--- src/rtl/audio_pkg.sv ---
// ---------------------------------------------------------------------------
// audio_pkg
// Shared audio types for the I2S receive path and its downstream buffers.
//   SAMPLE_WIDTH    : bits per channel sample
//   sample_t        : one signed channel sample
//   stereo_sample_t : packed {left, right} pair, one FIFO storage entry
// ---------------------------------------------------------------------------
package audio_pkg;

    localparam int SAMPLE_WIDTH = 16;

    typedef logic signed [SAMPLE_WIDTH-1:0] sample_t;

    typedef struct packed {
        sample_t left;
        sample_t right;
    } stereo_sample_t;

endpackage

--- src/rtl/stereo_sample_fifo_if.sv ---
// ---------------------------------------------------------------------------
// stereo_sample_fifo_if
// Bundles every non-clock/reset signal of stereo_sample_fifo.
//   Producer side : left_sample_in, right_sample_in, new_sample_in
//   Consumer side : left_sample_out, right_sample_out, valid_out, ready_in
//   Status        : count_out, high_water_out, overflow_out,
//                   overflow_count_out (only with STEREO_SAMPLE_FIFO_OVF_COUNT_EN)
// Modports: slave = the FIFO itself, master = whoever drives/observes it.
// ---------------------------------------------------------------------------
interface stereo_sample_fifo_if #(
    parameter int DEPTH = 16,
    parameter int WIDTH = 16
) ();

    localparam int CW = $clog2(DEPTH) + 1;

    logic signed [WIDTH-1:0] left_sample_in;
    logic signed [WIDTH-1:0] right_sample_in;
    logic                    new_sample_in;
    logic signed [WIDTH-1:0] left_sample_out;
    logic signed [WIDTH-1:0] right_sample_out;
    logic                    valid_out;
    logic                    ready_in;
    logic [CW-1:0]           count_out;
    logic [CW-1:0]           high_water_out;
    logic                    overflow_out;
`ifdef STEREO_SAMPLE_FIFO_OVF_COUNT_EN
    logic [15:0]             overflow_count_out;
`endif

    modport slave (
        input  left_sample_in, right_sample_in, new_sample_in, ready_in,
        output left_sample_out, right_sample_out, valid_out,
               count_out, high_water_out, overflow_out
`ifdef STEREO_SAMPLE_FIFO_OVF_COUNT_EN
        , output overflow_count_out
`endif
    );

    modport master (
        output left_sample_in, right_sample_in, new_sample_in, ready_in,
        input  left_sample_out, right_sample_out, valid_out,
               count_out, high_water_out, overflow_out
`ifdef STEREO_SAMPLE_FIFO_OVF_COUNT_EN
        , input overflow_count_out
`endif
    );

endinterface

--- src/rtl/stereo_sample_fifo_mem.sv ---
// ---------------------------------------------------------------------------
// stereo_fifo_mem
// DEPTH x stereo_sample_t storage array for stereo_sample_fifo.
//   clock_in : write clock
//   we_i     : write enable
//   waddr_i  : write address
//   wdata_i  : pair to store
//   raddr_i  : read address (asynchronous read)
//   rdata_o  : pair at raddr_i
// Contents are not reset; the owner tracks which entries are valid.
// ---------------------------------------------------------------------------
module stereo_fifo_mem
    import audio_pkg::*;
#(
    parameter int DEPTH = 16,
    localparam int AW   = $clog2(DEPTH)
) (
    input  logic           clock_in,
    input  logic           we_i,
    input  logic [AW-1:0]  waddr_i,
    input  stereo_sample_t wdata_i,
    input  logic [AW-1:0]  raddr_i,
    output stereo_sample_t rdata_o
);

    stereo_sample_t mem_q [DEPTH];

    // Single synchronous write port.
    always_ff @(posedge clock_in) begin
        if (we_i) begin
            mem_q[waddr_i] <= wdata_i;
        end
    end

    // Asynchronous read gives the FIFO its fall-through head.
    assign rdata_o = mem_q[raddr_i];

endmodule

--- src/rtl/stereo_sample_fifo.sv ---
// ---------------------------------------------------------------------------
// stereo_sample_fifo
// First-word-fall-through FIFO of stereo sample pairs between the I2S
// receiver and downstream consumers (valid/ready on the read side).
//   clock_in : system clock
//   reset_in : asynchronous active-high reset
//   bus      : stereo_sample_fifo_if.slave (samples in, head out, status)
// Optional feature macro: STEREO_SAMPLE_FIFO_OVF_COUNT_EN adds a saturating
// 16-bit count of dropped pairs on bus.overflow_count_out.
// WIDTH must equal audio_pkg::SAMPLE_WIDTH since entries are stereo_sample_t.
// ---------------------------------------------------------------------------
module stereo_sample_fifo
    import audio_pkg::*;
#(
    parameter int DEPTH = 16,
    parameter int WIDTH = SAMPLE_WIDTH
) (
    input  logic                 clock_in,
    input  logic                 reset_in,
    stereo_sample_fifo_if.slave  bus
);

    localparam int AW = $clog2(DEPTH);
    localparam int CW = AW + 1;

    logic [AW-1:0]  wr_ptr_q, rd_ptr_q;
    logic [CW-1:0]  count_q, count_d;
    logic [CW-1:0]  high_q, high_d;
    logic           ovf_q;
    logic           full, empty, push, pop, drop;
    stereo_sample_t head, wdata;

    assign full  = (count_q == CW'(DEPTH));
    assign empty = (count_q == '0);
    assign pop   = !empty && bus.ready_in;
    // A pop in the same cycle frees the slot, so a full FIFO still accepts.
    assign push  = bus.new_sample_in && (!full || pop);
    assign drop  = bus.new_sample_in && full && !pop;

    assign wdata.left  = bus.left_sample_in;
    assign wdata.right = bus.right_sample_in;

    stereo_fifo_mem #(.DEPTH(DEPTH)) u_mem (
        .clock_in (clock_in),
        .we_i     (push),
        .waddr_i  (wr_ptr_q),
        .wdata_i  (wdata),
        .raddr_i  (rd_ptr_q),
        .rdata_o  (head)
    );

    // Next occupancy and the high-water mark it may raise.
    always_comb begin
        count_d = count_q;
        case ({push, pop})
            2'b10:   count_d = count_q + CW'(1);
            2'b01:   count_d = count_q - CW'(1);
            default: count_d = count_q;
        endcase
        high_d = (count_d > high_q) ? count_d : high_q;
    end

    // Pointers wrap naturally because DEPTH is a power of two.
    always_ff @(posedge clock_in or posedge reset_in) begin
        if (reset_in) begin
            wr_ptr_q <= '0;
            rd_ptr_q <= '0;
            count_q  <= '0;
            high_q   <= '0;
            ovf_q    <= 1'b0;
        end else begin
            if (push) wr_ptr_q <= wr_ptr_q + AW'(1);
            if (pop)  rd_ptr_q <= rd_ptr_q + AW'(1);
            count_q <= count_d;
            high_q  <= high_d;
            ovf_q   <= drop;
        end
    end

`ifdef STEREO_SAMPLE_FIFO_OVF_COUNT_EN
    logic [15:0] ovf_cnt_q;

    // Dropped-pair counter sticks at all-ones instead of wrapping.
    always_ff @(posedge clock_in or posedge reset_in) begin
        if (reset_in) begin
            ovf_cnt_q <= '0;
        end else if (drop && (ovf_cnt_q != 16'hFFFF)) begin
            ovf_cnt_q <= ovf_cnt_q + 16'd1;
        end
    end

    assign bus.overflow_count_out = ovf_cnt_q;
`endif

    // Head is gated to zero when empty so stale memory never leaks out.
    assign bus.left_sample_out  = empty ? WIDTH'(0) : head.left;
    assign bus.right_sample_out = empty ? WIDTH'(0) : head.right;
    assign bus.valid_out        = !empty;
    assign bus.count_out        = count_q;
    assign bus.high_water_out   = high_q;
    assign bus.overflow_out     = ovf_q;

endmodule

--- src/flat_wrapper.sv ---
// flat-port wrapper written by rule: the top's interface ports become plain ports
module stereo_sample_fifo_flat import audio_pkg::*;
#(
    parameter int DEPTH = 16,
    parameter int WIDTH = SAMPLE_WIDTH
)
  (clock_in, reset_in, bus_left_sample_in, bus_right_sample_in, bus_new_sample_in, bus_ready_in, bus_left_sample_out, bus_right_sample_out, bus_valid_out, bus_count_out, bus_high_water_out, bus_overflow_out);
  stereo_sample_fifo_if #(.DEPTH(DEPTH), .WIDTH(WIDTH)) bus_i ();
  input  logic clock_in;
  input  logic reset_in;
  input wire logic [$bits(bus_i.left_sample_in)-1:0] bus_left_sample_in;
  input wire logic [$bits(bus_i.right_sample_in)-1:0] bus_right_sample_in;
  input wire logic [$bits(bus_i.new_sample_in)-1:0] bus_new_sample_in;
  input wire logic [$bits(bus_i.ready_in)-1:0] bus_ready_in;
  output wire logic [$bits(bus_i.left_sample_out)-1:0] bus_left_sample_out;
  output wire logic [$bits(bus_i.right_sample_out)-1:0] bus_right_sample_out;
  output wire logic [$bits(bus_i.valid_out)-1:0] bus_valid_out;
  output wire logic [$bits(bus_i.count_out)-1:0] bus_count_out;
  output wire logic [$bits(bus_i.high_water_out)-1:0] bus_high_water_out;
  output wire logic [$bits(bus_i.overflow_out)-1:0] bus_overflow_out;
  assign bus_i.left_sample_in = bus_left_sample_in;
  assign bus_i.right_sample_in = bus_right_sample_in;
  assign bus_i.new_sample_in = bus_new_sample_in;
  assign bus_i.ready_in = bus_ready_in;
  assign bus_left_sample_out = bus_i.left_sample_out;
  assign bus_right_sample_out = bus_i.right_sample_out;
  assign bus_valid_out = bus_i.valid_out;
  assign bus_count_out = bus_i.count_out;
  assign bus_high_water_out = bus_i.high_water_out;
  assign bus_overflow_out = bus_i.overflow_out;
  stereo_sample_fifo #(.DEPTH(DEPTH), .WIDTH(WIDTH)) u_core (.clock_in(clock_in), .reset_in(reset_in), .bus(bus_i));
endmodule
--- config.mk ---
export PLATFORM = sky130hd
export DESIGN_NAME = stereo_sample_fifo_flat
export DESIGN_NICKNAME = d
export VERILOG_FILES = /design/src/rtl/audio_pkg.sv /design/src/rtl/stereo_sample_fifo_if.sv /design/src/rtl/stereo_sample_fifo_mem.sv /design/src/rtl/stereo_sample_fifo.sv /design/src/flat_wrapper.sv
export SDC_FILE = /design/constraint.sdc
export NUM_CORES = 1
export LEC_CHECK = 0
export BUFFER_PORTS_ARGS = -buffer_cell sky130_fd_sc_hd__buf_4
export CAP_MARGIN = 20
export CORE_MARGIN = 2
export CORE_UTILIZATION = 55
export CTS_CLUSTER_DIAMETER = 80
export DETAILED_ROUTE_END_ITERATION = 16
export GPL_TIMING_DRIVEN = 0
export PLACE_DENSITY = 0.82
export SYNTH_ARGS = -nofsm -noshare
export SYNTH_HDL_FRONTEND = slang
export SYNTH_SLANG_ARGS = --single-unit
--- constraint.sdc ---
create_clock -name clock_in -period 8.26 [get_ports clock_in]
set_clock_uncertainty 0.1 [all_clocks]
set_input_delay 1.652 -clock clock_in [delete_from_list [all_inputs] [get_ports clock_in]]
set_output_delay 1.652 -clock clock_in [all_outputs]
set_load 0.02 [all_outputs]
## Word-level counts from Yosys, hierarchy flattened

Memories as Yosys holds them, arrays and structs flattened.
Cells that the tools add are included.

- Memories kept: 1
- Memory bits (writable): 512
- Register bits after elaboration: 19
- Logic and storage cells: 28
- Output and inout bits: 44
- Bits of input ports: 36

Memory list:

| name | depth | width | rd ports | clocked after Yosys merged registers in | wr ports | RTL line | source |
|---|---|---|---|---|---|---|---|
| u_core.u_mem.mem_q | 16 | 32 | 1 | 0 | 1 | stereo_sample_fifo_mem.sv:26 | `stereo_sample_t mem_q [DEPTH];` |

- Mux-type cells: 5
- $lt $le $gt $ge: 1
- Add/subtract/negate cells: 4
- Reductions and logical operators: 9
- Eq/ne operators: 3

Operators with widths:

| kind | count |
|---|---|
| 16-bit 2-to-1 mux | 2 |
| 5-bit case mux with 2 select lines | 1 |
| 4-bit by 1-bit adder with 4-bit output (second input constant) | 2 |
| 5-bit by 1-bit adder with 5-bit output (second input constant) | 1 |
| 5-bit equality test (second input constant) | 1 |
| 5-bit > comparator | 1 |
| 5-bit logical NOT | 1 |
| 5-bit by 1-bit subtractor with 5-bit output (second input constant) | 1 |
| 1-bit logical AND | 4 |
| 1-bit logical NOT | 3 |
| 2-bit by 1-bit equality test with 1-bit output (second input constant) | 1 |
| 2-bit equality test (second input constant) | 1 |
| 1-bit 2-to-1 mux | 2 |
| 1-bit logical OR | 1 |

## Logic depth before layout (Yosys ltp)

- Depth in word-level cells: 8
- Mapped depth: 14
- Mapped depth without buffers: 13

## Hierarchy

A second synthesis with hierarchy kept.

- Cells, all modules: 943
- Area, all modules: 20547.2 um^2

By module, submodules not included:

| module | cells each | instances | area an instance (um^2) | sequential area each (um^2) |
|---|---|---|---|---|
| stereo_fifo_mem | 806 | 1 | 19213.4 | 15374.7 |
| stereo_sample_fifo | 137 | 1 | 1333.8 | 475.5 |

## Worst setup path before layout

OpenSTA, ideal clock, no wires.

- Path kind: input to register
- Start point: input bus_new_sample_in
- End point: register u_core.high_q[1], in the netlist u_core.bus.high_water_out[1]
- Cell stages on the path: 12
- Setup time: 125 ps
- Data arrival time: 4200 ps
- Data required time: 8035 ps
- Path buffers: 1
- Slack: 3835 ps
- Cells stage by stage: buf_2 > nand2b_1 > nand2_1 > o21ai_0 > ha_1 > nor4_1 > nand4b_1 > o311ai_0 > ha_1 > and4_1 > a2bb2oi_1 > mux2_2

- Word-level cells in the longest chain between the ends: 4
- Elaborated cells on any way between the ends: 5
- Those cells by class: order compare (1); eq/ne (2); mux (1); reduce/logical (1)

Ends and longest elaborated chain:

| item | RTL line | source |
|---|---|---|
| start, declared | flat_wrapper.sv:13 | `input wire logic [$bits(bus_i.new_sample_in)-1:0] bus_new_sample_in;` |
| 1-bit logical AND * | stereo_sample_fifo.sv:37 | `assign push = bus.new_sample_in && (!full \|\| pop);` |
| 2-bit by 1-bit equality test with 1-bit output or 2-bit equality test (tied branches) | stereo_sample_fifo.sv:55 | `case ({push, pop})` |
| 5-bit case mux with 2 select lines * | stereo_sample_fifo.sv:55 |  |
| named net u_core.count_d[4] | stereo_sample_fifo.sv:27 | `logic [CW-1:0] count_q, count_d;` |
| 5-bit > comparator * | stereo_sample_fifo.sv:60 | `high_d = (count_d > high_q) ? count_d : high_q;` |
| end signal, assigned | stereo_sample_fifo.sv:75 | `high_q <= high_d;` |
| end, declared | stereo_sample_fifo.sv:28 | `logic [CW-1:0] high_q, high_d;` |

Mark *: on every way through the listed nets, which the timed path passes. The rest lies on a longest branch.
A chain may end at the register's enable or synchronous reset.

## Worst setup path after layout

- Start point: register u_core.count_q[2], in the netlist u_core.bus.count_out[2]
- End point: output bus_left_sample_out[3]

- Word-level cells in the longest chain between the ends: 2

Ends and longest elaborated chain:

| item | RTL line | source |
|---|---|---|
| start, declared | stereo_sample_fifo.sv:27 |  |
| start signal, assigned | stereo_sample_fifo.sv:74 | `count_q <= count_d;` |
| 5-bit logical NOT | stereo_sample_fifo.sv:34 | `assign empty = (count_q == '0);` |
| 16-bit 2-to-1 mux | stereo_sample_fifo.sv:96 | `assign bus.left_sample_out = empty ? WIDTH'(0) : head.left;` |
| end, declared | flat_wrapper.sv:15 | `output wire logic [$bits(bus_i.left_sample_out)-1:0] bus_left_sample_out;` |

No other way between the ends.

==> qor.txt <==
Status = completed
Total CTS buffers = 51
Post-DP HPWL = 27090 µm
Number of distinct library cells after synthesis = 39
Most frequent cells in the layout = edfxtp_1, mux4_2, buf_4, mux2i_1, clkbuf_16
CP startpoint = u_core.bus.count_out[2]$_DFF_PP0_
Worst IR drop on VDD = 166.1 µV
All-layer global routing usage = 24.45%
Clock Latency Late Sink = 0.57 ns
Initial DRC count = 1217
Wire per inst = 29.38 µm
Post-layout min period = 5.183 ns
Cell Area, Synth = 0.02057 mm²
Final ANT Viol Nets = 0
# hold bufs at CTS = 0
Worst slew margin = 27.92%
Critical path class = flip-flop to output port
Most common cell after layout, fill and taps aside = edfxtp_1
Clock Tree Buf Depth = 3
Synth Register Bits = 531
Via Count = 10.13k
First-pass GRT wire length = 68210 µm
Worst Hold Path Cells = 1
Top Ports = 80
Worst Path Required = 6.51 ns
RSZ-0062 raised after global routing = no
Worst hold path class = flip-flop to flip-flop
Die Wd = 197.4 µm
Post-layout util = 64.61%
Ant. Diodes = 0
R2r endpoint = u_core.bus.high_water_out[2]$_DFFE_PP0N_
CP max FO = 10
Die area = 0.03896 mm²
Startpoint types = flip-flop
Post-CTS setup buffers = 0
Drt total wl = 45860 µm
Max Cap Viol = 0
Pwr/cell area = 360.3 mW/mm²
Fill count = 2240
R2R depth = 12
H-tree Lvls = 2
CTS tree = yes
Seq/Total Area, Yosys = 77.06%
Layout area overhead = 15.27%
1st-pass router iterations = 5
Fmax = 193.0 MHz
CP Capture Type = output port
Vias in the first global route = 10.68k
Syn. warnings = 0
Share of cells above drive strength 1 = 30.38%
Leak pwr = 7.860 nW
EDFF count, synth = 512
Reg-to-reg slack, setup = 4.00 ns
DRC = 0
Net Count, Synth = 960
GRT overflow = 0
Std cell rows = 70
Port buffer count = 77
Clock sink total = 531
Synth Flop Type = edfxtp_1
Worst Hold Launch = u_core.bus.high_water_out[1]$_DFFE_PP0N_
Initial antenna violation count = 0
Setup-failing EPs final = 0
Count of final max-slew check failures = 0
Initial Util = 56.05%
Worst-margin pin slew = 1.081 ns
Syn Inst Count = 913
Core area = 0.03670 mm²
Clock Pin Slew Worst Setup and Hold Paths = 0.06 ns
Post-Syn Area per Cell = 22.53 µm²
Period utilization = 62.74%
Setup tns final = 0 ns
Clk root buf = clkbuf_16
Largest net degree at the start of global routing = 23
CTS resizes = 0
Die height = 197.4 µm
DR vias/cell = 6.486
Hold EP = u_core.bus.high_water_out[1]$_DFFE_PP0N_
Routability cong. = 0.7644
Nets@finish = 1106
WP data arrival = 3.43 ns
Asr flop ratio synth = 3.578%
Final Hold Fails = 0
RR Startpoint = u_core.bus.count_out[2]$_DFF_PP0_
logic make-up (layout without fill, tap and decap cells):
group           Yosys count  in the layout  synth area share (%)
mux                     201            201                 17.62
buf+inv                  62            242                 1.308
compound gates           47             47                 1.478
fa+ha+maj                11             11                0.6691
simple gates             53             53                 1.527
xor+xnor                  8              8                0.3406
flops                   531            531                 77.06
final cells by class:
type	instances	area, µm²	share of cell area, %
timing repair buffer	93	988.4	4.169
buffer	49	220.2	0.9287
clock inverter	17	148.9	0.6279
inverter	13	48.80	0.2058
tap	468	585.6	2.470
sequential	531	15850	66.85
multi-input combinational	320	4471	18.85
clock buffer	70	1399	5.899
Yosys cell counts, types with 5 or more instances:
| cell type | count | area share, % |
|---|---|---|
| mux4_2 | 128 | 14 |
| mux2_2 | 5 | 0.27 |
| o22ai_1 | 33 | 1.0 |
| mux2i_1 | 67 | 3.3 |
| nor2_1 | 7 | 0.13 |
| inv_1 | 13 | 0.24 |
| and4_1 | 5 | 0.21 |
| nand2_1 | 13 | 0.24 |
| and2_1 | 5 | 0.15 |
| and3_1 | 8 | 0.24 |
| xnor2_1 | 6 | 0.26 |
| dfrtp_1 | 19 | 2.3 |
| edfxtp_1 | 512 | 75 |
| clkbuf_1 | 11 | 0.20 |
| buf_1 | 16 | 0.29 |
| buf_2 | 20 | 0.49 |
| ha_1 | 11 | 0.67 |
| o21ai_0 | 5 | 0.12 |
through the flow:
stage / power, mW / area, µm² / worst slack, ns / instances / hold slack, ns
4_1_cts: 8.593 / 23710 / 3.143 / 1561 / 0.4350
5_1_grt: 8.859 / 23710 / 3.023 / 1561 / 0.4563
3_5_place_dp: 6.360 / 22160 / 3.317 / 1474 / 0.4220
6_report: 8.544 / 23710 / 3.077 / 1561 / 0.4322
3_3_place_gp: 6.196 / 21730 / 3.455 / 1458 / 0.3945
2_1_floorplan: 5.295 / 20570 / 3.835 / 913 / 0.3780
worst max path at each step:
stage / endpoint
6_report: bus_left_sample_out[3]
3_5_place_dp: u_core.bus.high_water_out[2]$_DFFE_PP0N_
5_1_grt: bus_left_sample_out[4]
3_3_place_gp: u_core.bus.high_water_out[3]$_DFFE_PP0N_
2_1_floorplan: u_core.bus.high_water_out[1]$_DFFE_PP0N_
4_1_cts: bus_left_sample_out[3]
routing by layer:
metal	part of all wire, %	GRT usage, %
met3	8.5	4.422
met2	51	41.88
met4	3.4	9.635
met1	37	31.40
met5	0	0
flip-flops by register name (all words and copies together), names as in the netlist:
name / flops
u_core.wr_ptr_q: 4
u_core.u_mem.mem_q: 512
u_core.bus.count_out: 5
u_core.rd_ptr_q: 4
u_core.bus.overflow_out: 1
u_core.bus.high_water_out: 5
worst max-delay path, stage by stage (launching register included):
cell,delay [ns]
dfrtp_1,0.41
buf_6,0.16
nor4_4,0.41
nand2_1,0.28
nand2_1,0.36
buf_1,0.71
o22ai_1,0.28
buf_4,0.25
power by group:
part           switching (mW)  internal (mW)
Clock                   0.956           1.24
Combinational            1.69           1.29
Sequential              0.106           3.25
Total                    2.75           5.79
Note: power is estimated with default switching activity, not from simulation.
